## config.mk

```make
export PLATFORM = sky130hd
export DESIGN_NAME = fetch_unit_flat
export DESIGN_NICKNAME = d
export VERILOG_FILES = /design/src/rtl/core_pkg.sv /design/src/rtl/fetch_unit_if.sv /design/src/rtl/fetch_unit_pc_gen.sv /design/src/rtl/fetch_unit.sv /design/src/flat_wrapper.sv
export SDC_FILE = /design/constraint.sdc
export NUM_CORES = 1
export LEC_CHECK = 0
export CORE_ASPECT_RATIO = 0.6
export CORE_UTILIZATION = 37
export CTS_BUF_LIST = sky130_fd_sc_hd__clkbuf_8
export DETAILED_ROUTE_END_ITERATION = 16
export DONT_BUFFER_PORTS = 1
export PLACE_DENSITY = 0.61
export SYNTH_ARGS = -nofsm -noshare
export SYNTH_HDL_FRONTEND = slang
export SYNTH_SLANG_ARGS = --single-unit
```

## constraint.sdc

```tcl
create_clock -name clk -period 2.8 [get_ports clk]
set_clock_uncertainty 0.15 [all_clocks]
set_input_delay 0.28 -clock clk [delete_from_list [all_inputs] [get_ports clk]]
set_output_delay 0.28 -clock clk [all_outputs]
set_load 0.01 [all_outputs]
```

## src/rtl/core_pkg.sv

```systemverilog
// Shared core types: IF/ID entry layout, fetch FSM states and fault causes.
package core_pkg;

   localparam logic [31:0] NOP_INST = 32'h0000_0013;

   typedef enum logic {RUN, FAULT} fetch_state_e;

   typedef enum logic [1:0] {
      FC_NONE     = 2'd0,
      FC_OOR      = 2'd1,
      FC_MISALIGN = 2'd2
   } fault_cause_e;

   typedef struct packed {
      logic         valid;
      logic [31:0]  inst;
      logic [31:0]  pc;
      logic         fault;
      fault_cause_e cause;
   } if_id_t;

endpackage

```

## src/rtl/fetch_unit_if.sv

```systemverilog
// Fetch-stage bus: instruction memory, redirect from execute, IF/ID handshake to decode.
interface fetch_unit_if;
   logic [31:0] imem_addr_o;
   logic [31:0] imem_inst_i;
   logic        redirect_i;
   logic [31:0] redirect_pc_i;
   logic        id_valid_o;
   logic        id_ready_i;
   logic [31:0] id_inst_o;
   logic [31:0] id_pc_o;
   logic        id_fault_o;
   logic [1:0]  id_fault_cause_o;

   modport master (
      output imem_addr_o, id_valid_o, id_inst_o, id_pc_o, id_fault_o, id_fault_cause_o,
      input  imem_inst_i, redirect_i, redirect_pc_i, id_ready_i
   );

   modport slave (
      input  imem_addr_o, id_valid_o, id_inst_o, id_pc_o, id_fault_o, id_fault_cause_o,
      output imem_inst_i, redirect_i, redirect_pc_i, id_ready_i
   );
endinterface

```

## src/rtl/fetch_unit_pc_gen.sv

```systemverilog
// Program counter: next-PC select (redirect / increment / hold), range and alignment checks.
module fetch_unit_pc_gen #(
   parameter logic [31:0] RESET_PC   = 32'h0000_0000,
   parameter int unsigned IMEM_WORDS = 101
) (
   input  logic        clk,
   input  logic        rst_n,
   input  logic        inc_i,
   input  logic        redirect_i,
   input  logic [31:0] redirect_pc_i,
   output logic [31:0] pc_o,
   output logic        oor_o,
   output logic        misalign_o
);

   logic [31:0] pc_d, pc_q;

   always_comb begin
      pc_d = pc_q;
      if (redirect_i)
         pc_d = {redirect_pc_i[31:2], 2'b00};
      else if (inc_i)
         pc_d = pc_q + 32'd4;
   end

   always_ff @(posedge clk or negedge rst_n) begin
      if (!rst_n) pc_q <= RESET_PC;
      else        pc_q <= pc_d;
   end

   // Word index compared at full width so huge PCs never alias into range.
   assign oor_o      = {2'b00, pc_q[31:2]} >= IMEM_WORDS;
   assign misalign_o = |redirect_pc_i[1:0];
   assign pc_o       = pc_q;

endmodule

```

## src/rtl/fetch_unit.sv

```systemverilog
// RV32 instruction fetch: PC, IF/ID register with valid/ready, fault halt until redirect.
module fetch_unit #(
   parameter logic [31:0] RESET_PC   = 32'h0000_0000,
   parameter int unsigned IMEM_WORDS = 101,
   parameter logic [31:0] NOP_INST   = core_pkg::NOP_INST
) (
   input  logic          clk,
   input  logic          rst_n,
   fetch_unit_if.master  bus
);
   import core_pkg::*;

   logic         advance, inc, oor, misalign;
   logic [31:0]  pc;
   fetch_state_e state_d, state_q;
   if_id_t       id_d, id_q;

   assign advance = !id_q.valid | bus.id_ready_i;
   assign inc     = !bus.redirect_i && advance && (state_q == RUN) && !oor;

   fetch_unit_pc_gen #(
      .RESET_PC   (RESET_PC),
      .IMEM_WORDS (IMEM_WORDS)
   ) u_pc_gen (
      .clk           (clk),
      .rst_n         (rst_n),
      .inc_i         (inc),
      .redirect_i    (bus.redirect_i),
      .redirect_pc_i (bus.redirect_pc_i),
      .pc_o          (pc),
      .oor_o         (oor),
      .misalign_o    (misalign)
   );

   always_comb begin
      state_d = state_q;
      id_d    = id_q;
      if (bus.redirect_i) begin
         // Redirect beats stall and oor; a misaligned target becomes its own fault entry.
         if (misalign) begin
            id_d    = '{valid: 1'b1, inst: NOP_INST, pc: bus.redirect_pc_i,
                        fault: 1'b1, cause: FC_MISALIGN};
            state_d = FAULT;
         end else begin
            id_d    = '{valid: 1'b0, inst: NOP_INST, pc: bus.redirect_pc_i,
                        fault: 1'b0, cause: FC_NONE};
            state_d = RUN;
         end
      end else if (advance) begin
         case (state_q)
            RUN: begin
               if (oor) begin
                  id_d    = '{valid: 1'b1, inst: NOP_INST, pc: pc,
                              fault: 1'b1, cause: FC_OOR};
                  state_d = FAULT;
               end else begin
                  id_d = '{valid: 1'b1, inst: bus.imem_inst_i, pc: pc,
                           fault: 1'b0, cause: FC_NONE};
               end
            end
            default: begin
               id_d = '{valid: 1'b0, inst: NOP_INST, pc: id_q.pc,
                        fault: 1'b0, cause: FC_NONE};
            end
         endcase
      end
   end

   always_ff @(posedge clk or negedge rst_n) begin
      if (!rst_n) begin
         state_q <= RUN;
         id_q    <= '{valid: 1'b0, inst: NOP_INST, pc: 32'd0, fault: 1'b0, cause: FC_NONE};
      end else begin
         state_q <= state_d;
         id_q    <= id_d;
      end
   end

   assign bus.imem_addr_o      = pc;
   assign bus.id_valid_o       = id_q.valid;
   assign bus.id_inst_o        = id_q.inst;
   assign bus.id_pc_o          = id_q.pc;
   assign bus.id_fault_o       = id_q.fault;
   assign bus.id_fault_cause_o = id_q.cause;

endmodule

```

## src/flat_wrapper.sv

```systemverilog
// flat-port wrapper written by rule: the top's interface ports become plain ports
module fetch_unit_flat import core_pkg::*;
#(
   parameter logic [31:0] RESET_PC   = 32'h0000_0000,
   parameter int unsigned IMEM_WORDS = 101,
   parameter logic [31:0] NOP_INST   = core_pkg::NOP_INST
)
  (clk, rst_n, bus_imem_addr_o, bus_id_valid_o, bus_id_inst_o, bus_id_pc_o, bus_id_fault_o, bus_id_fault_cause_o, bus_imem_inst_i, bus_redirect_i, bus_redirect_pc_i, bus_id_ready_i);
  fetch_unit_if bus_i ();
  input  logic clk;
  input  logic rst_n;
  output wire logic [$bits(bus_i.imem_addr_o)-1:0] bus_imem_addr_o;
  output wire logic [$bits(bus_i.id_valid_o)-1:0] bus_id_valid_o;
  output wire logic [$bits(bus_i.id_inst_o)-1:0] bus_id_inst_o;
  output wire logic [$bits(bus_i.id_pc_o)-1:0] bus_id_pc_o;
  output wire logic [$bits(bus_i.id_fault_o)-1:0] bus_id_fault_o;
  output wire logic [$bits(bus_i.id_fault_cause_o)-1:0] bus_id_fault_cause_o;
  input wire logic [$bits(bus_i.imem_inst_i)-1:0] bus_imem_inst_i;
  input wire logic [$bits(bus_i.redirect_i)-1:0] bus_redirect_i;
  input wire logic [$bits(bus_i.redirect_pc_i)-1:0] bus_redirect_pc_i;
  input wire logic [$bits(bus_i.id_ready_i)-1:0] bus_id_ready_i;
  assign bus_imem_addr_o = bus_i.imem_addr_o;
  assign bus_id_valid_o = bus_i.id_valid_o;
  assign bus_id_inst_o = bus_i.id_inst_o;
  assign bus_id_pc_o = bus_i.id_pc_o;
  assign bus_id_fault_o = bus_i.id_fault_o;
  assign bus_id_fault_cause_o = bus_i.id_fault_cause_o;
  assign bus_i.imem_inst_i = bus_imem_inst_i;
  assign bus_i.redirect_i = bus_redirect_i;
  assign bus_i.redirect_pc_i = bus_redirect_pc_i;
  assign bus_i.id_ready_i = bus_id_ready_i;
  fetch_unit #(.RESET_PC(RESET_PC), .IMEM_WORDS(IMEM_WORDS), .NOP_INST(NOP_INST)) u_core (.clk(clk), .rst_n(rst_n), .bus(bus_i));
endmodule
```

# Word level (Yosys, flattened, before mapping)

Cells that the tools add are included.
Widths: inputs -> output; s select.

Flip-flop bits (word level): 101
Word-level logic and storage cells: 34

Add/subtract/negate cells: 1
Magnitude comparators: 1
Equal/unequal tests: 1
Multiplexer cells: 12
Bitwise operators: 2
Reduce and logical (&&, ||, !) cells: 10

Operators with widths:

| operator              | count |
|---|---|
| $mux 68               | 4 |
| $mux 67               | 1 |
| $mux 32               | 2 |
| $add 32x3->32 const B | 1 |
| $ge 30x7->1 const B   | 1 |
| $mux 1                | 5 |
| $reduce_bool 2->1     | 2 |
| $logic_and 1x1->1     | 3 |
| $logic_not 1->1       | 3 |
| $ne 2x2->1 const B    | 1 |
| $reduce_and 2->1      | 1 |
| $reduce_or 2->1       | 1 |
| $not 1->1             | 1 |
| $or 1x1->1            | 1 |

# Depth between registers and ports, before layout

Gate-level depths: netlist of run 1.

Depth in word-level cells: 7
Mapped depth: 8
Gate-level depth less buffers: 7

# Modules after synthesis

From an unflattened synthesis of run 1, not the netlist that was laid out.

Cells, all modules: 473
Area, all modules: 4838.4 um^2

Modules (own cells, without submodules):

| module            | instances | cells each | area each (um^2) | seq. area each (um^2) |
|---|---|---|---|---|
| fetch_unit        | 1         | 243        | 2895.3           | 1730.4 |
| fetch_unit_pc_gen | 1         | 230        | 1943.1           | 750.7 |

# Least setup slack after synthesis of run 1

Ideal clock, no wire load.

Path type: register to register
Start: register u_core.u_pc_gen.pc_q[3], in the netlist u_core.u_pc_gen.pc_o[3]
End: register u_core.state_q
Arrival time: 1.882 ns
Data required time: 2.513 ns
Slack: 0.630 ns
Stages on the path, launching flop included: 9
Path buffers: 1
Period minus slack after synthesis: 2.170 ns
Cells stage by stage: dfrtp_1 inv_1 ha_1 nand2b_1 a211o_4 a211oi_2 and2_4 buf_8 a211oi_1

Word-level cells in the longest chain between the ends: 5

Ends and longest elaborated chain:

| element                | line                    | source |
|---|---|---|
| start, declared        | fetch_unit_pc_gen.sv:16 | `logic [31:0] pc_d, pc_q;` |
| start signal, assigned | fetch_unit_pc_gen.sv:28 | `else pc_q <= pc_d;` |
| $ge 30x7->1            | fetch_unit_pc_gen.sv:32 | `assign oor_o = {2'b00, pc_q[31:2]} >= IMEM_WORDS;` |
| $mux 1                 | fetch_unit.sv:52        | `if (oor) begin` |
| $mux 1                 | fetch_unit.sv:50        | `case (state_q)` |
| $mux 1                 | fetch_unit.sv:49        | `end else if (advance) begin` |
| $mux 1                 | fetch_unit.sv:38        | `if (bus.redirect_i) begin` |
| end signal, assigned   | fetch_unit.sv:74        | `state_q <= state_d;` |
| end, declared          | fetch_unit.sv:15        | `fetch_state_e state_d, state_q;` |

Every way passes these cells. The select of a mux whose other input is x is not followed.
A chain may end at the register's enable or synchronous reset.

# Worst setup path in the final report of run 1

Start: register u_core.u_pc_gen.pc_q[18], in the netlist u_core.u_pc_gen.pc_o[18]
End: register u_core.id_q (netlist bit u_core.bus.id_inst_o[11])

Word-level cells in the longest chain between the ends: 5

Ends and longest elaborated chain:

| element              | line                    | source |
|---|---|---|
| $ge 30x7->1          | fetch_unit_pc_gen.sv:32 |  |
| $mux 67              | fetch_unit.sv:52        |  |
| $mux 68              | fetch_unit.sv:50        |  |
| $mux 68              | fetch_unit.sv:49        |  |
| $mux 68              | fetch_unit.sv:38        |  |
| end signal, assigned | fetch_unit.sv:72        | `id_q <= '{valid: 1'b0, inst: NOP_INST, pc: 32'd0, fault: 1'b0, cause: FC_NONE};` |
| end signal, assigned | fetch_unit.sv:75        | `id_q <= id_d;` |
| end, declared        | fetch_unit.sv:16        | `if_id_t id_d, id_q;` |

Every way passes these cells. The select of a mux whose other input is x is not followed.

==> results of run 1 <==
## cell type report
type,count,share of cell area
sequential,99,0.480
multi-input combinational,220,0.281
timing repair buffer,72,0.144
tap,139,0.0336
clock buffer,9,0.0239
inverter,27,0.0196
clock inverter,7,0.0179
## stage by stage
step	instance area [um^2]	worst slack, ps	utilization	total power [mW]	std cells
2_1_floorplan	4170	630	-	1.83	369
3_3_place_gp	4240	456	0.395	1.87	489
3_5_place_dp	4240	364	0.395	1.88	489
4_1_cts	5170	337	0.482	3.02	573
5_1_grt	5170	196	0.482	3.12	573
6_report	5170	320	0.482	2.98	573
## routing by layer
metal,vias up,track usage,wire length [um]
met3,9,0.0570,589
li1,1399,-,-
met1,1523,0.262,5030
met2,104,0.273,4720
met5,-,0,0
met4,0,0.0535,103
## repair_timing
action,CTS,global route
setup buffers,0,0
hold buffers,68,0
endpoints found under the hold margin,196,0
## state kept, by name (all words and copies together), names as in the netlist
signal / cells
u_core.bus.id_fault_cause_o: 2
u_core.bus.id_inst_o: 32
u_core.bus.id_pc_o: 32
u_core.u_pc_gen.pc_o: 30
u_core.bus.id_fault_o: 1
u_core.state_q: 1
u_core.bus.id_valid_o: 1
## synthesized netlist by cell type, drive strengths merged
cell     instances  area (um^2)
dfrtp           96         2400
buf             10         81.3
nand3            3         15.0
and3             2         12.5
nand2           45          171
a21oi            4         20.0
mux2i           23          230
nor4             5         58.8
o21ai           49          245
a41o             2         21.3
ha               3         37.5
a31oi            7         43.8
dfstp            3         78.8
conb             1         3.75
nor3             5         25.0
nand4            1         12.5
inv             27          101
xnor2            2         17.5
clkbuf          13         48.8
a311oi           2         17.5
a21o             2         15.0
nor2            17         63.8
a211o            2         26.3
and2             3         22.5
nand2b           3         18.8
a211oi           4         35.0
a22o            29          254
o22a             3         26.3
a2111oi          2         55.1
## worst max-delay path, cell delays in order (launching register included)
cell and delay [ps]:
dfrtp_1 460, nor3_1 470, nand4_2 270, a211oi_2 430, and2_4 420, a22o_1 200
## where the power goes
group	leakage [nW]	total (mW)	switching (mW)	internal (mW)
Sequential	1.24	1.66	0.145	1.52
Clock	0.107	1.00	0.499	0.502
Combinational	1.10	0.317	0.166	0.151
## kinds of logic (layout without fill, tap and decap cells)
group	after synthesis	count (layout)	synth area share
AO/OA/AOI/OAI	106	106	0.183
adder cells (fa/ha/maj)	3	3	0.00902
multiplexers	23	23	0.0553
AND/OR/NAND/NOR	84	84	0.0962
other	1	2	0.000901
XOR/XNOR	2	2	0.00421
flip-flops	99	99	0.596
buffers and inverters	50	115	0.0556
## path summary, 6_finish.rpt
kind | start | endpoint | slack, ps | cells after the start
max reg2reg | u_core.u_pc_gen.pc_o[18] | u_core.bus.id_inst_o[11] | 320 | 5
min | bus_redirect_i | u_core.u_pc_gen.pc_o[6] | 40 | 2
min in group asynchronous | rst_n | u_core.bus.id_pc_o[5] | 340 | 2
min reg2reg | u_core.bus.id_fault_cause_o[1] | u_core.bus.id_fault_cause_o[1] | 420 | 1
max in group asynchronous | rst_n | u_core.bus.id_inst_o[1] | 1760 | 2
max | u_core.u_pc_gen.pc_o[18] | u_core.bus.id_inst_o[11] | 320 | 5
==> impl_metrics.toml, run 1 <==
[outcome]
status = "finished with violations"
violations = "DRC"

[worst_setup_path]
critPathRequiredTime_ps = 2950
end_kind = "flop"
path_max_fanout = 30
arrival_ps = 2630
start_kind = "flop"
crit_type = "flop to flop"

[floorplanning]
placement_rows = 29
die_area_um2 = 11700
die_h_um = 84.2
fp.dieW_um = 139
start_util = 0.387
ios = 168
placeableCoreArea_um2 = 10700

[clocking]
cts.sinks = 99
clkLatencyLatePin_ps = 360
clockRootBuffer = "clkbuf_8"
ctsHtreeMaxLevel = 3
clk_pin_slew_ps = 90
cts-buffers-inserted = 9
cts_tree = "yes"
cts_resized = 0
clk_path_buf_depth = 2

[final_layout]
antenna_cells = 0
layout-drive-gt1-share = 0.0853
area_growth_pct = 24.3
regArea_um2 = 2480
nets = 500
mostFrequentLayoutCells = "dfrtp_1 (96), dlygate4sd3_1 (66), o21ai_0 (49)"
multiInputGateArea_um2 = 1460
final_common_cell = "dfrtp_1"
n_fill_cell = 980

[pwr]
ir_worst_vdd_v = 0.000236
power_density_nw_per_um2 = 576
leakage_nw = 2.44

[sta]
tns_ps = 0
finalHoldViolations = 0
final-setup-viol-count = 0
worstMarginPinSlew_ps = 605
relSlewSlack = 0.596
final.min_clock_period_ps = 2480
drv_slew = 0
hold_ws_ps = 35.1
max_freq_mhz = 403
rsz0062_at_grt = "false"
finalCritPeriodShare = 0.886

[flow_run]
drv_cap = 0

[routing]
wire_per_inst_um = 18.2
drc_errors = 4
drt_iter0_drc = 167
ant_nets = 0
drt_wl_total_um = 10400
vias = 3035
viasPerCell = 5.30
firstDrtPassIters = 13

[synth]
synth.avg_cell_area_um2 = 11.3
synthDistinctLibCells = 40
syn_inst = 368
syn_area_um2 = 4160
ys_warn_count = 0
ys_ff_latch = 99
ys_seq_area_frac = 0.596

[placement]
io_buffers = 0
dp_hpwl_um = 6530
place.gp.congestion = 0.732

[global_route]
grt_pass1_wl_um = 16700
antenna_found_initial = 0
grt_overflow_total = 0
grt_max_degree = 100
grt_pass1_vias = 2977
grtUsageTotal = 0.185

[min_path]
hold_path_class = "primary input to flop"
(Power assumes the default switching activity.)
==> run 2, diff against run 1 <==
SLEW_MARGIN = 20   (was not set)
TNS_END_PERCENT = 1   (was not set)
==> results of run 2 <==
Same layout as run 1: the final DEF is identical, and so are final timing and power.
